File: src/rtl/matrix_mult_pkg.sv
// Shared types and default geometry for the matrix-multiply address generators.
// Contents:
//   dim_t         - matrix dimension / loop counter type
//   agen_state_e  - address generator FSM states
//   DEF_*         - default array geometry and widths
//   LOG2_DEF_*    - shift amounts for ceil-tiling by the default array size
package matrix_mult_pkg;

  localparam int DEF_ARRAY_HEIGHT = 4;
  localparam int DEF_ARRAY_WIDTH  = 4;
  localparam int DEF_ADDR_WIDTH   = 10;
  localparam int DIM_WIDTH        = 16;

  localparam int LOG2_DEF_ARRAY_HEIGHT = $clog2(DEF_ARRAY_HEIGHT);
  localparam int LOG2_DEF_ARRAY_WIDTH  = $clog2(DEF_ARRAY_WIDTH);

  typedef logic [DIM_WIDTH-1:0] dim_t;

  typedef enum logic [1:0] {
    IDLE = 2'd0,
    RUN  = 2'd1,
    DONE = 2'd2
  } agen_state_e;

endpackage

File: src/rtl/array_b_tile_addr_gen_wrap_counter.sv
// Up-counter that wraps to zero after reaching limit-1.
// Ports:
//   clk, reset_n  clock, async active-low reset
//   limit         number of counts per wrap (must be nonzero while counting)
//   inc           advance by one this cycle
//   clr           synchronous clear, wins over inc
//   count         current value
//   wrap          inc is advancing from limit-1 back to zero this cycle
module wrap_counter #(
  parameter int WIDTH = 16
) (
  input  logic             clk,
  input  logic             reset_n,
  input  logic [WIDTH-1:0] limit,
  input  logic             inc,
  input  logic             clr,
  output logic [WIDTH-1:0] count,
  output logic             wrap
);

  assign wrap = inc && (count == limit - WIDTH'(1));

  always_ff @(posedge clk or negedge reset_n) begin
    if (!reset_n) begin
      count <= '0;
    end else if (clr) begin
      count <= '0;
    end else if (inc) begin
      count <= wrap ? '0 : count + WIDTH'(1);
    end
  end

endmodule

File: src/rtl/array_b_tile_addr_gen.sv
// B-matrix buffer read address generator for the systolic array.
// Walks k (innermost), column tile, row tile over C = A(m x n) * B(n x p) and
// emits addr = base + k*row_stride + ct, one beat per valid/ready transfer.
// Ports:
//   clk, reset_n          clock, async active-low reset
//   start_i, abort_i      run control
//   m_i, n_i, p_i         dimensions, sampled when start is accepted
//   base_addr_i           address of B(0, tile 0), sampled at start
//   row_stride_i          words between consecutive k rows, sampled at start
//   addr_o/addr_valid_o   read address stream, addr_ready_i is the back-pressure
//   last_k_o              beat is the last k of its column tile
//   lane_mask_o           active PE columns (only when B_LANE_MASK_EN is defined)
//   busy_o, done_o, err_o status; done_o and err_o are single-cycle pulses
// Optional feature macro: B_LANE_MASK_EN
//
// state | meaning
// IDLE  | waiting for start; rejected starts pulse err_o
// RUN   | presenting addresses, valid held high
// DONE  | single cycle after the final beat, done_o high
module array_b_tile_addr_gen
  import matrix_mult_pkg::*;
#(
  parameter int ARRAY_HEIGHT         = DEF_ARRAY_HEIGHT,
  parameter int ARRAY_WIDTH          = DEF_ARRAY_WIDTH,
  parameter int BUFFER_ADDRESS_WIDTH = DEF_ADDR_WIDTH,
  parameter int DIM_WIDTH            = matrix_mult_pkg::DIM_WIDTH
) (
  input  logic                            clk,
  input  logic                            reset_n,
  input  logic                            start_i,
  input  logic                            abort_i,
  input  logic [DIM_WIDTH-1:0]            m_i,
  input  logic [DIM_WIDTH-1:0]            n_i,
  input  logic [DIM_WIDTH-1:0]            p_i,
  input  logic [BUFFER_ADDRESS_WIDTH-1:0] base_addr_i,
  input  logic [BUFFER_ADDRESS_WIDTH-1:0] row_stride_i,
  output logic [BUFFER_ADDRESS_WIDTH-1:0] addr_o,
  output logic                            addr_valid_o,
  input  logic                            addr_ready_i,
  output logic                            last_k_o,
`ifdef B_LANE_MASK_EN
  output logic [ARRAY_WIDTH-1:0]          lane_mask_o,
`endif
  output logic                            busy_o,
  output logic                            done_o,
  output logic                            err_o
);

  localparam int AW     = BUFFER_ADDRESS_WIDTH;
  localparam int CW     = DIM_WIDTH + 1;
  localparam int LOG2_W = $clog2(ARRAY_WIDTH);
  localparam int LOG2_H = $clog2(ARRAY_HEIGHT);

  agen_state_e state, state_next;
  logic load, xfer, err_next, dims_ok;

  logic [DIM_WIDTH-1:0] n_q, k_count;
  logic [CW-1:0]        ct_lim_q, rt_lim_q, ct_count, rt_count, ct_lim_d, rt_lim_d;
  logic [AW-1:0]        base_q, stride_q, addr_q, col_q;
  logic                 k_wrap, ct_wrap, rt_wrap;
  logic                 unused_ok;

  assign dims_ok  = (|m_i) && (|n_i) && (|p_i);
  // Ceil tiling evaluated one bit wider than the dimensions so p near 2^DIM_WIDTH cannot overflow.
  assign ct_lim_d = (CW'(p_i) + CW'(ARRAY_WIDTH - 1)) >> LOG2_W;
  assign rt_lim_d = (CW'(m_i) + CW'(ARRAY_HEIGHT - 1)) >> LOG2_H;
  // Abort takes priority over a same-cycle transfer.
  assign xfer     = (state == RUN) && addr_ready_i && !abort_i;

  always_comb begin
    state_next = state;
    load       = 1'b0;
    err_next   = 1'b0;
    case (state)
      IDLE: begin
        if (start_i) begin
          if (dims_ok) begin
            load       = 1'b1;
            state_next = RUN;
          end else begin
            err_next = 1'b1;
          end
        end
      end
      RUN: begin
        if (abort_i)      state_next = IDLE;
        else if (rt_wrap) state_next = DONE;
      end
      DONE:    state_next = IDLE;
      default: state_next = IDLE;
    endcase
  end

  always_ff @(posedge clk or negedge reset_n) begin
    if (!reset_n) begin
      state    <= IDLE;
      err_o    <= 1'b0;
      n_q      <= '0;
      ct_lim_q <= '0;
      rt_lim_q <= '0;
      base_q   <= '0;
      stride_q <= '0;
      addr_q   <= '0;
      col_q    <= '0;
    end else begin
      state <= state_next;
      err_o <= err_next;
      if (load) begin
        n_q      <= n_i;
        ct_lim_q <= ct_lim_d;
        rt_lim_q <= rt_lim_d;
        base_q   <= base_addr_i;
        stride_q <= row_stride_i;
        addr_q   <= base_addr_i;
        col_q    <= base_addr_i;
      end else if (xfer) begin
        // col_q tracks base + ct so each new column tile restarts its k walk without a multiply.
        if (!k_wrap) begin
          addr_q <= addr_q + stride_q;
        end else if (!ct_wrap) begin
          col_q  <= col_q + AW'(1);
          addr_q <= col_q + AW'(1);
        end else begin
          col_q  <= base_q;
          addr_q <= base_q;
        end
      end
    end
  end

  wrap_counter #(.WIDTH(DIM_WIDTH)) u_k_cnt (
    .clk(clk), .reset_n(reset_n), .limit(n_q), .inc(xfer), .clr(load),
    .count(k_count), .wrap(k_wrap)
  );

  wrap_counter #(.WIDTH(CW)) u_ct_cnt (
    .clk(clk), .reset_n(reset_n), .limit(ct_lim_q), .inc(k_wrap), .clr(load),
    .count(ct_count), .wrap(ct_wrap)
  );

  wrap_counter #(.WIDTH(CW)) u_rt_cnt (
    .clk(clk), .reset_n(reset_n), .limit(rt_lim_q), .inc(ct_wrap), .clr(load),
    .count(rt_count), .wrap(rt_wrap)
  );

  assign addr_valid_o = (state == RUN);
  assign busy_o       = (state != IDLE);
  assign done_o       = (state == DONE);
  assign addr_o       = addr_valid_o ? addr_q : '0;
  assign last_k_o     = addr_valid_o && (k_count == n_q - DIM_WIDTH'(1));

`ifdef B_LANE_MASK_EN
  logic [ARRAY_WIDTH-1:0] last_mask_q;
  logic [DIM_WIDTH-1:0]   p_rem;

  // Lanes used by the final column tile; a remainder of zero means the tile is full.
  assign p_rem = p_i & DIM_WIDTH'(ARRAY_WIDTH - 1);

  always_ff @(posedge clk or negedge reset_n) begin
    if (!reset_n) begin
      last_mask_q <= '0;
    end else if (load) begin
      for (int i = 0; i < ARRAY_WIDTH; i++) begin
        last_mask_q[i] <= (p_rem == '0) || (DIM_WIDTH'(i) < p_rem);
      end
    end
  end

  assign lane_mask_o = !addr_valid_o                     ? '0          :
                       (ct_count == ct_lim_q - CW'(1))   ? last_mask_q : '1;
`endif

  assign unused_ok = ^{rt_count, ct_count};

endmodule
File: config.mk
export PLATFORM = sky130hd
export DESIGN_NAME = array_b_tile_addr_gen
export DESIGN_NICKNAME = d
export VERILOG_FILES = /design/src/rtl/matrix_mult_pkg.sv /design/src/rtl/array_b_tile_addr_gen_wrap_counter.sv /design/src/rtl/array_b_tile_addr_gen.sv
export SDC_FILE = /design/constraint.sdc
export NUM_CORES = 1
export LEC_CHECK = 0
export BUFFER_PORTS_ARGS = -buffer_cell sky130_fd_sc_hd__buf_2
export CORE_UTILIZATION = 40
export DETAILED_ROUTE_END_ITERATION = 10
export GPL_ROUTABILITY_DRIVEN = 0
export SLEW_MARGIN = 20
export SYNTH_ARGS = -nofsm -noshare
export SYNTH_HDL_FRONTEND = slang
export SYNTH_SLANG_ARGS = --single-unit
File: constraint.sdc
create_clock -name clk -period 6.7 [get_ports clk]
set_clock_uncertainty 0.1 [all_clocks]
set_input_delay 0.335 -clock clk [delete_from_list [all_inputs] [get_ports clk]]
set_output_delay 0.335 -clock clk [all_outputs]
set_load 0.01 [all_outputs]
==> results of run 1 <==
[flip-flops by register name, summed over array words and instances, names as in the netlist, 15 cells and up]
register / flops
ct_lim_q: 15
n_q: 16
rt_lim_q: 15
u_ct_cnt.count: 17
u_k_cnt.count: 16
u_rt_cnt.count: 17
[Yosys cell counts (5+ instances only)]
cell type / count
sky130_fd_sc_hd__a21o_1: 21
sky130_fd_sc_hd__a21oi_1: 30
sky130_fd_sc_hd__a22o_1: 10
sky130_fd_sc_hd__a31oi_1: 11
sky130_fd_sc_hd__and2_1: 18
sky130_fd_sc_hd__and3_1: 35
sky130_fd_sc_hd__buf_2: 13
sky130_fd_sc_hd__clkbuf_1: 35
sky130_fd_sc_hd__dfrtp_1: 139
sky130_fd_sc_hd__ha_1: 16
sky130_fd_sc_hd__inv_1: 28
sky130_fd_sc_hd__mux2i_1: 15
sky130_fd_sc_hd__nand2_1: 185
sky130_fd_sc_hd__nand2b_1: 5
sky130_fd_sc_hd__nand3_1: 48
sky130_fd_sc_hd__nand4_1: 13
sky130_fd_sc_hd__nor2_1: 47
sky130_fd_sc_hd__nor2b_1: 11
sky130_fd_sc_hd__nor3_1: 29
sky130_fd_sc_hd__nor3b_1: 5
sky130_fd_sc_hd__nor3b_2: 8
sky130_fd_sc_hd__nor4_1: 31
sky130_fd_sc_hd__o211ai_1: 5
sky130_fd_sc_hd__o21a_1: 7
sky130_fd_sc_hd__o21ai_0: 61
sky130_fd_sc_hd__o21ai_1: 25
sky130_fd_sc_hd__o22ai_1: 13
sky130_fd_sc_hd__or2_2: 6
sky130_fd_sc_hd__or3_1: 12
sky130_fd_sc_hd__or4_1: 6
sky130_fd_sc_hd__xnor2_1: 67
sky130_fd_sc_hd__xor2_1: 46
[kinds of logic after synthesis]
group | share of synthesized area
AND/OR/NAND/NOR | 0.274
multiplexers | 0.0178
adder cells (fa/ha/maj) | 0.0243
XOR/XNOR | 0.109
buffers and inverters | 0.0390
flip-flops | 0.383
AO/OA/AOI/OAI | 0.153
[per-layer routing]
layer	track usage	routed length, µm	vias up
met5	0	0	-
met4	0.0649	364	0
met3	0.0287	622	25
met2	0.339	10800	111
met1	0.275	11000	3748
li1	-	-	3922
[metrics by stage]
step / cells / worst slack, ns / power, mW / hold WS [ns] / utilization
6_report: 1428 / 2.15 / 2.82 / 0.00409 / 0.470
4_1_cts: 1428 / 2.17 / 2.84 / 0.000156 / 0.470
3_5_place_dp: 1390 / 2.17 / 1.85 / 0.340 / 0.439
2_1_floorplan: 1072 / 3.43 / 1.63 / -0.0606 / -
5_1_grt: 1428 / 1.85 / 2.99 / 0.0184 / 0.470
3_3_place_gp: 1390 / 2.42 / 1.84 / 0.333 / 0.439
[worst min-delay path, cell delays in order]
cell	delay [ns]
sky130_fd_sc_hd__buf_2	0.07
sky130_fd_sc_hd__nand2_1	0.04
sky130_fd_sc_hd__nand2_1	0.05
[path summary, 6_finish.rpt]
path | startpoint | to | slack (ns) | cells past startpoint
min reg2reg | base_q[1] | base_q[1] | 0.38 | 2
max reg2reg | ct_lim_q[0] | u_rt_cnt.count[6] | 2.15 | 10
max | ct_lim_q[0] | u_rt_cnt.count[6] | 2.15 | 10
max in group asynchronous | reset_n | u_ct_cnt.count[15] | 4.78 | 3
min in group asynchronous | reset_n | n_q[15] | 0.42 | 2
min | row_stride_i[4] | stride_q[4] | 0.004 | 3
[power by group through the flow]
| stage | Combinational [mW] | Sequential, mW | Clock, mW |
|---|---|---|---|
| after floorplan | 0.580 | 1.05 | 0 |
| after global placement | 0.724 | 1.12 | 0 |
| after detailed placement | 0.728 | 1.12 | 0 |
| after CTS | 0.737 | 1.11 | 0.997 |
| after global routing | 0.836 | 1.13 | 1.03 |
| final | 0.732 | 1.11 | 0.979 |
[what timing repair did]
action | CTS | global route
buffers inserted | 0 | 0
setup endpoints to repair | 0 | 0
endpoints found under the hold margin | 84 | 0
hold buffers | 7 | 0
[final cells by class]
class,instances,area share
Multi-Input combinational cell,850,0.507
Sequential cell,139,0.336
Timing Repair Buffer,100,0.0538
Clock buffer,20,0.0451
Tap cell,280,0.0338
Clock inverter,11,0.0139
Inverter,28,0.0101
==> metrics.md, run 1 <==
| Metric | Value |
|---|---|
| Status | finished with violations |
| Violated checks | design-rule violations |
| Period utilization | 0.679 |
| Clock buffer depth | 2 |
| Fraction of registers with async set or reset after synthesis | 1.00 |
| Layout filler cell count | between 2000 and 2500 |
| Full die area | approximately 0.023 mm² |
| Overflow after GRT | 0 |
| Slew @ Worst Pin | ~1.1 ns |
| Area delta synth->final | 14.1% |
| Post-CTS Resized | 0 |
| Syn nets | 1162 |
| Drt pass-1 iters | 8 |
| Largest delay share family, worst path | simple AND/OR/NAND/NOR gates |
| Int Power | 1.89 mW |
| Largest fanout on the critical path | 26 |
| Floorplan die height | around 150 µm |
| Clock tree from TritonCTS | yes |
| Count of cell types in the netlist | 67 |
| Non-Filler Cell Area, Final | approximately 0.010 mm² |
| Maximum VDD drop | around 0.11 mV |
| Diodes inserted | 0 |
| Commonest non-fill, non-tap cells in the layout | sky130_fd_sc_hd__nand2_1 (185), sky130_fd_sc_hd__dfrtp_1 (139), sky130_fd_sc_hd__buf_2 (86) |
| Cell area after placement | ~0.0097 mm² |
| Power density over the cells | 272 mW/mm² |
| Via count of the first global-routing pass | approximately 7800 |
| Cell occurring most often along the worst timing path | sky130_fd_sc_hd__nor4_1 |
| Die W | 153 µm |
| Average size of a mapped cell | about 8.5 µm² |
| Final setup vio count | 0 |
| Flip-flop and latch count after synthesis | roughly 140 |
| Combined buffer and inverter count along the critical path | 1 |
| Number of instances in the synthesized netlist | 1072 |
| Worst slew margin relative to its limit | 0.287 |
| Total global routing track utilization | 0.204 |
| Post-DP HPWL | between 15000 and 20000 µm |
| DR iter-0 viols | 438 |
| Later-pin clock latency in the skew report | between 0.4 and 0.5 ns |
| Total detailed-routing wirelength | between 20000 and 25000 µm |
| Global-route wire length before repair | a little under 40000 µm |
| EDFF count, synth | 0 |
| Area taken by multi-input logic gates | 0.00526 mm² |
| Total core area | ~0.022 mm² |
| Warnings, synthesis | 0 |
| Effective utilization at floorplan | 0.412 |
| CP Launch Type | flip-flop |
| Fin Setup TNS | 0 ns |
| Peak Freq | between 0.2 and 0.25 GHz |
| Class of the most critical hold timing path | input pin to flip-flop |
| Clock group share of total power | 0.348 |
| Highest-delay cell along the critical path | sky130_fd_sc_hd__or3_1 |
| Vias | ~7800 |
| Most common flop cell mapped by yosys | sky130_fd_sc_hd__dfrtp_1 |
| CTS clk-pin slew, worst paths | ~0.06 ns |
| Data required time at the worst endpoint | 6.97 ns |
| Ordered list of cells on the worst path | inv_1, ha_1, or4b_1, nor4_1, a31oi_1, o311ai_1, nand3_1, or3_1, nor4_1, a21o_1 |
| Antenna violations before repair | 0 |
| Area fraction of the dominant cell type after synthesis | 0.383 |
| Unrepaired setup endpoints after global routing | no |
| Combined area of all synthesized cells | slightly above 0.009 mm² |
| Combinational group share of total power | 0.260 |
| Worst setup path category | flip-flop to flip-flop |
| Number of nets in the finished design | roughly 1200 |
| Share of final-layout standard cells stronger than drive strength 1 | 0.132 |
| Total of buffers placed on input and output ports | 87 |
| Routed length per instance | ~16 µm |
| Sw frac | 0.328 |
| Portion of the post-synthesis area used by sequential elements | 0.383 |
| Hold Violations, Final | 0 |
| Element type at the critical path end | flip-flop |
| Via density per instance | between 5 and 6 |
| Max-slew violation count | 0 |
| Flop pwr share | 0.393 |
| Area of all sequential standard cells | ~0.0035 mm² |
| Leakage dissipation | between 4 and 5 nW |
| Floorplan row count | 54 |
| Most common library cell in the layout ignoring fill and taps | sky130_fd_sc_hd__nand2_1 |
| Net switching power | around 920 µW |
| Pin count of the biggest net entering global routing | 80 |
| Number of clock sinks | ~140 |
| Maximum cell stage delay along the critical path | between 0.8 and 0.9 ns |
| Clk root buf | sky130_fd_sc_hd__clkbuf_16 |
| Arrival @ worst endpoint | between 4 and 5 ns |
| Post-synthesis cell type with the largest combined area | sky130_fd_sc_hd__dfrtp_1 |
| Level count of the clock H-tree | 4 |
| Number of clock buffers inserted by TritonCTS | 17 |
| Final period demand of the worst path | between 4 and 5 ns |
| Remaining design rule violation count | 2 |
| ANT nets after route | 0 |
| # IOs | between 80 and 90 |
| # Max-Cap Violations | 0 |
| Leading cell types by total area after synthesis | sky130_fd_sc_hd__dfrtp_1 (38%), sky130_fd_sc_hd__nand2_1 (7.7%), sky130_fd_sc_hd__xnor2_1 (6.5%) |
Note: power is estimated with default switching activity, not from simulation.
==> run 2: changes to the inputs <==
ABC_AREA = 1   (was default)
clock period = 4.14 ns   (was 6.7 ns; I/O delays follow)
==> metrics.md, run 2 <==
| Metric | Value |
|---|---|
| Total detailed-routing wirelength | roughly 25000 µm |
| Commonest non-fill, non-tap cells in the layout | sky130_fd_sc_hd__nand2_1 (357), sky130_fd_sc_hd__inv_1 (207), sky130_fd_sc_hd__nor2_1 (148) |
| Worst setup path category | flip-flop to flip-flop |
| Int Power | between 3 and 4 mW |
| Full die area | 0.0241 mm² |
| ANT nets after route | 0 |
| Hold Violations, Final | 0 |
| Fraction of registers with async set or reset after synthesis | 1.00 |
| # Max-Cap Violations | 0 |
| Sw frac | 0.367 |
| Diodes inserted | 0 |
| Largest fanout on the critical path | 26 |
| Clock group share of total power | 0.316 |
| Worst hold slack across all endpoints | between 0.01 and 0.015 ns |
| Met3 usage in global routing | 0.0337 |
| Clk root buf | sky130_fd_sc_hd__clkbuf_16 |
| Level count of the clock H-tree | 4 |
| Drt pass-1 iters | 5 |
| Syn nets | 1428 |
| Remaining design rule violation count | 0 |
| Element type at the critical path end | flip-flop |
| Average size of a mapped cell | around 7 µm² |
| Maximum cell stage delay along the critical path | 0.40 ns |
| Maximum VDD drop | approximately 0.29 mV |
| Most common flop cell mapped by yosys | sky130_fd_sc_hd__dfrtp_1 |
| Minimum setup slack in the final design | 0.815 ns |
| Most frequent cell after synthesis | sky130_fd_sc_hd__nand2_1 |
| Number of clock sinks | about 140 |
| Post-DP HPWL | roughly 18000 µm |
| Cell total after placement | roughly 1700 |
| Status | completed |
| Flop pwr share | 0.347 |
| EDFF count, synth | 0 |
| Post-synthesis cell type with the largest combined area | sky130_fd_sc_hd__dfrtp_1 |
| Number of clock buffers inserted by TritonCTS | 17 |
| Non-filler instance count after layout | 1789 |
| Non-Filler Cell Area, Final | ~0.011 mm² |
| Number of instances in the synthesized netlist | around 1300 |
| Final setup vio count | 0 |
| Die W | between 150 and 200 µm |
| Most common library cell in the layout ignoring fill and taps | sky130_fd_sc_hd__nand2_1 |
| Leading cell types by count after synthesis | sky130_fd_sc_hd__nand2_1 (357), sky130_fd_sc_hd__inv_1 (208), sky130_fd_sc_hd__nor2_1 (148) |
| Class of the most critical hold timing path | input pin to flip-flop |
| Floorplan die height | 155 µm |
| Global route hottest layer | met2 |
| Clock tree from TritonCTS | yes |
| Peak Freq | 0.301 GHz |
| Leading cell types by total area after synthesis | sky130_fd_sc_hd__dfrtp_1 (37%), sky130_fd_sc_hd__nand2_1 (14%), sky130_fd_sc_hd__inv_1 (8.3%) |
| Flip-flop and latch count after synthesis | ~140 |
| DR iter-0 viols | 567 |
| CTS clk-pin slew, worst paths | about 0.060 ns |
| # IOs | 88 |
| Power density over the cells | 469 mW/mm² |
| Warnings, synthesis | 0 |
| Area delta synth->final | 18.9% |
| Routed length per instance | approximately 14 µm |
| Floorplan row count | 55 |
| Arrival @ worst endpoint | between 3 and 4 ns |
| Later-pin clock latency in the skew report | ~0.43 ns |
| Max-slew violation count | 0 |
| Slew @ Worst Pin | 0.787 ns |
| Setup WS pre-CTS | 0.839 ns |
| Number of nets in the finished design | 1554 |
| Net switching power | 1.92 mW |
| Fin Setup TNS | 0 ns |
| Combined area of all synthesized cells | around 0.0094 mm² |
| Portion of the post-synthesis area used by sequential elements | 0.371 |
| Share of final-layout standard cells stronger than drive strength 1 | 0.119 |
| Met2 GRT Util | 0.363 |
| Total of buffers placed on input and output ports | between 80 and 90 |
| Count of cell types in the netlist | 47 |
| Cell area after placement | 0.0101 mm² |
| Cell occurring most often along the worst timing path | sky130_fd_sc_hd__nand2_1 |
| Final period demand of the worst path | about 3.3 ns |
| Total core area | 0.0228 mm² |
| Unrepaired setup endpoints after global routing | no |
| Via density per instance | slightly below 5 |
| Via count of the first global-routing pass | between 8000 and 9000 |
| Ordered list of cells on the worst path | inv_1, ha_1, nand2_1, nor2_1, nand2_1, nand2_1, nand2_1, nand2_1, nand2_1, nor2_1, nand2_1, nor2_2, nand3_4, nand2_4, inv_4, nand2_1, inv_1, nand3_1, o21ai_0 |
| Leakage dissipation | approximately 5.5 nW |
| Period utilization | 0.803 |
| Combined buffer and inverter count along the critical path | 3 |
| Largest registers | u_ct_cnt.count (17), u_rt_cnt.count (17) |
| Pin count of the biggest net entering global routing | 84 |
| Met1 Track Usage GR | 0.294 |
| CP Launch Type | flip-flop |
| Data required time at the worst endpoint | around 4.3 ns |
| Largest delay share family, worst path | simple AND/OR/NAND/NOR gates |
| Post-Route Utilization | 0.488 |
| Combinational group share of total power | 0.336 |
| Highest-delay cell along the critical path | sky130_fd_sc_hd__nand2_1 |
| Effective utilization at floorplan | 0.411 |
| Area fraction of the dominant cell type after synthesis | 0.371 |
| Antenna violations before repair | 0 |
| Overflow after GRT | 0 |
| Worst slew margin relative to its limit | 0.475 |
| Global-route wire length before repair | 41600 µm |
| Power after layout | 5.23 mW |
| Total global routing track utilization | 0.216 |
| Vias | 8726 |
| Clock buffer depth | 2 |
==> run 2: final cells by class <==
class                      instances  area [µm²]
tap                              313         392
clock inverter                    12         171
inverter                         210         791
sequential                       139        3480
timing repair buffer             135         902
fill                            2292       11700
multi-input combinational        961        4960
clock buffer                      19         453
==> run 2: repair_timing <==
action	4_1_cts	5_1_grt
buffers inserted	0	0
hold buffers	40	0
hold endpoints to repair	123	0
gates resized for setup	0	0
==> run 2: tightest hold or removal path: stages <==
cell and delay (ns):
sky130_fd_sc_hd__buf_2 0.11, sky130_fd_sc_hd__nor2_1 0.10, sky130_fd_sc_hd__o31ai_1 0.07
==> run 2: power by group through the flow <==
stage,registers (mW),clock network (mW),logic (mW)
finish,1.82,1.65,1.76
global route,1.85,1.73,2.03
CTS,1.81,1.68,1.77
detailed placement,1.83,0,1.72
global placement,1.84,0,1.71
floorplan,1.77,0,1.34
==> run 2: kinds of logic (layout without fill, tap and decap cells) <==
group                    Yosys count  in the layout  share of synthesized area
AND/OR/NAND/NOR                  697            697                      0.324
AO/OA/AOI/OAI                    160            160                     0.0990
adder cells (fa/ha/maj)           17             17                     0.0235
XOR/XNOR                          87             87                     0.0827
flip-flops                       139            139                      0.371
buffers and inverters            238            376                     0.0999
==> run 2: metal layers <==
layer	share of wire	wire length (µm)	up-vias
met1	0.49	12000	4061
met4	0.0060	148	0
li1	-	-	4506
met5	0	0	-
met2	0.48	11700	144
met3	0.029	706	15
==> run 2: final timing paths <==
check	from	to	slack [ns]	cells past startpoint
worst max-delay path	n_q[0]	u_k_cnt.count[11]	0.81	19
worst min-delay path	p_i[4]	ct_lim_q[2]	0.01	3
worst max register to register	n_q[0]	u_k_cnt.count[11]	0.81	19
worst min register to register	stride_q[5]	stride_q[5]	0.39	2
max in group asynchronous	reset_n	col_q[6]	2.68	3
min in group asynchronous	reset_n	rt_lim_q[4]	0.29	2
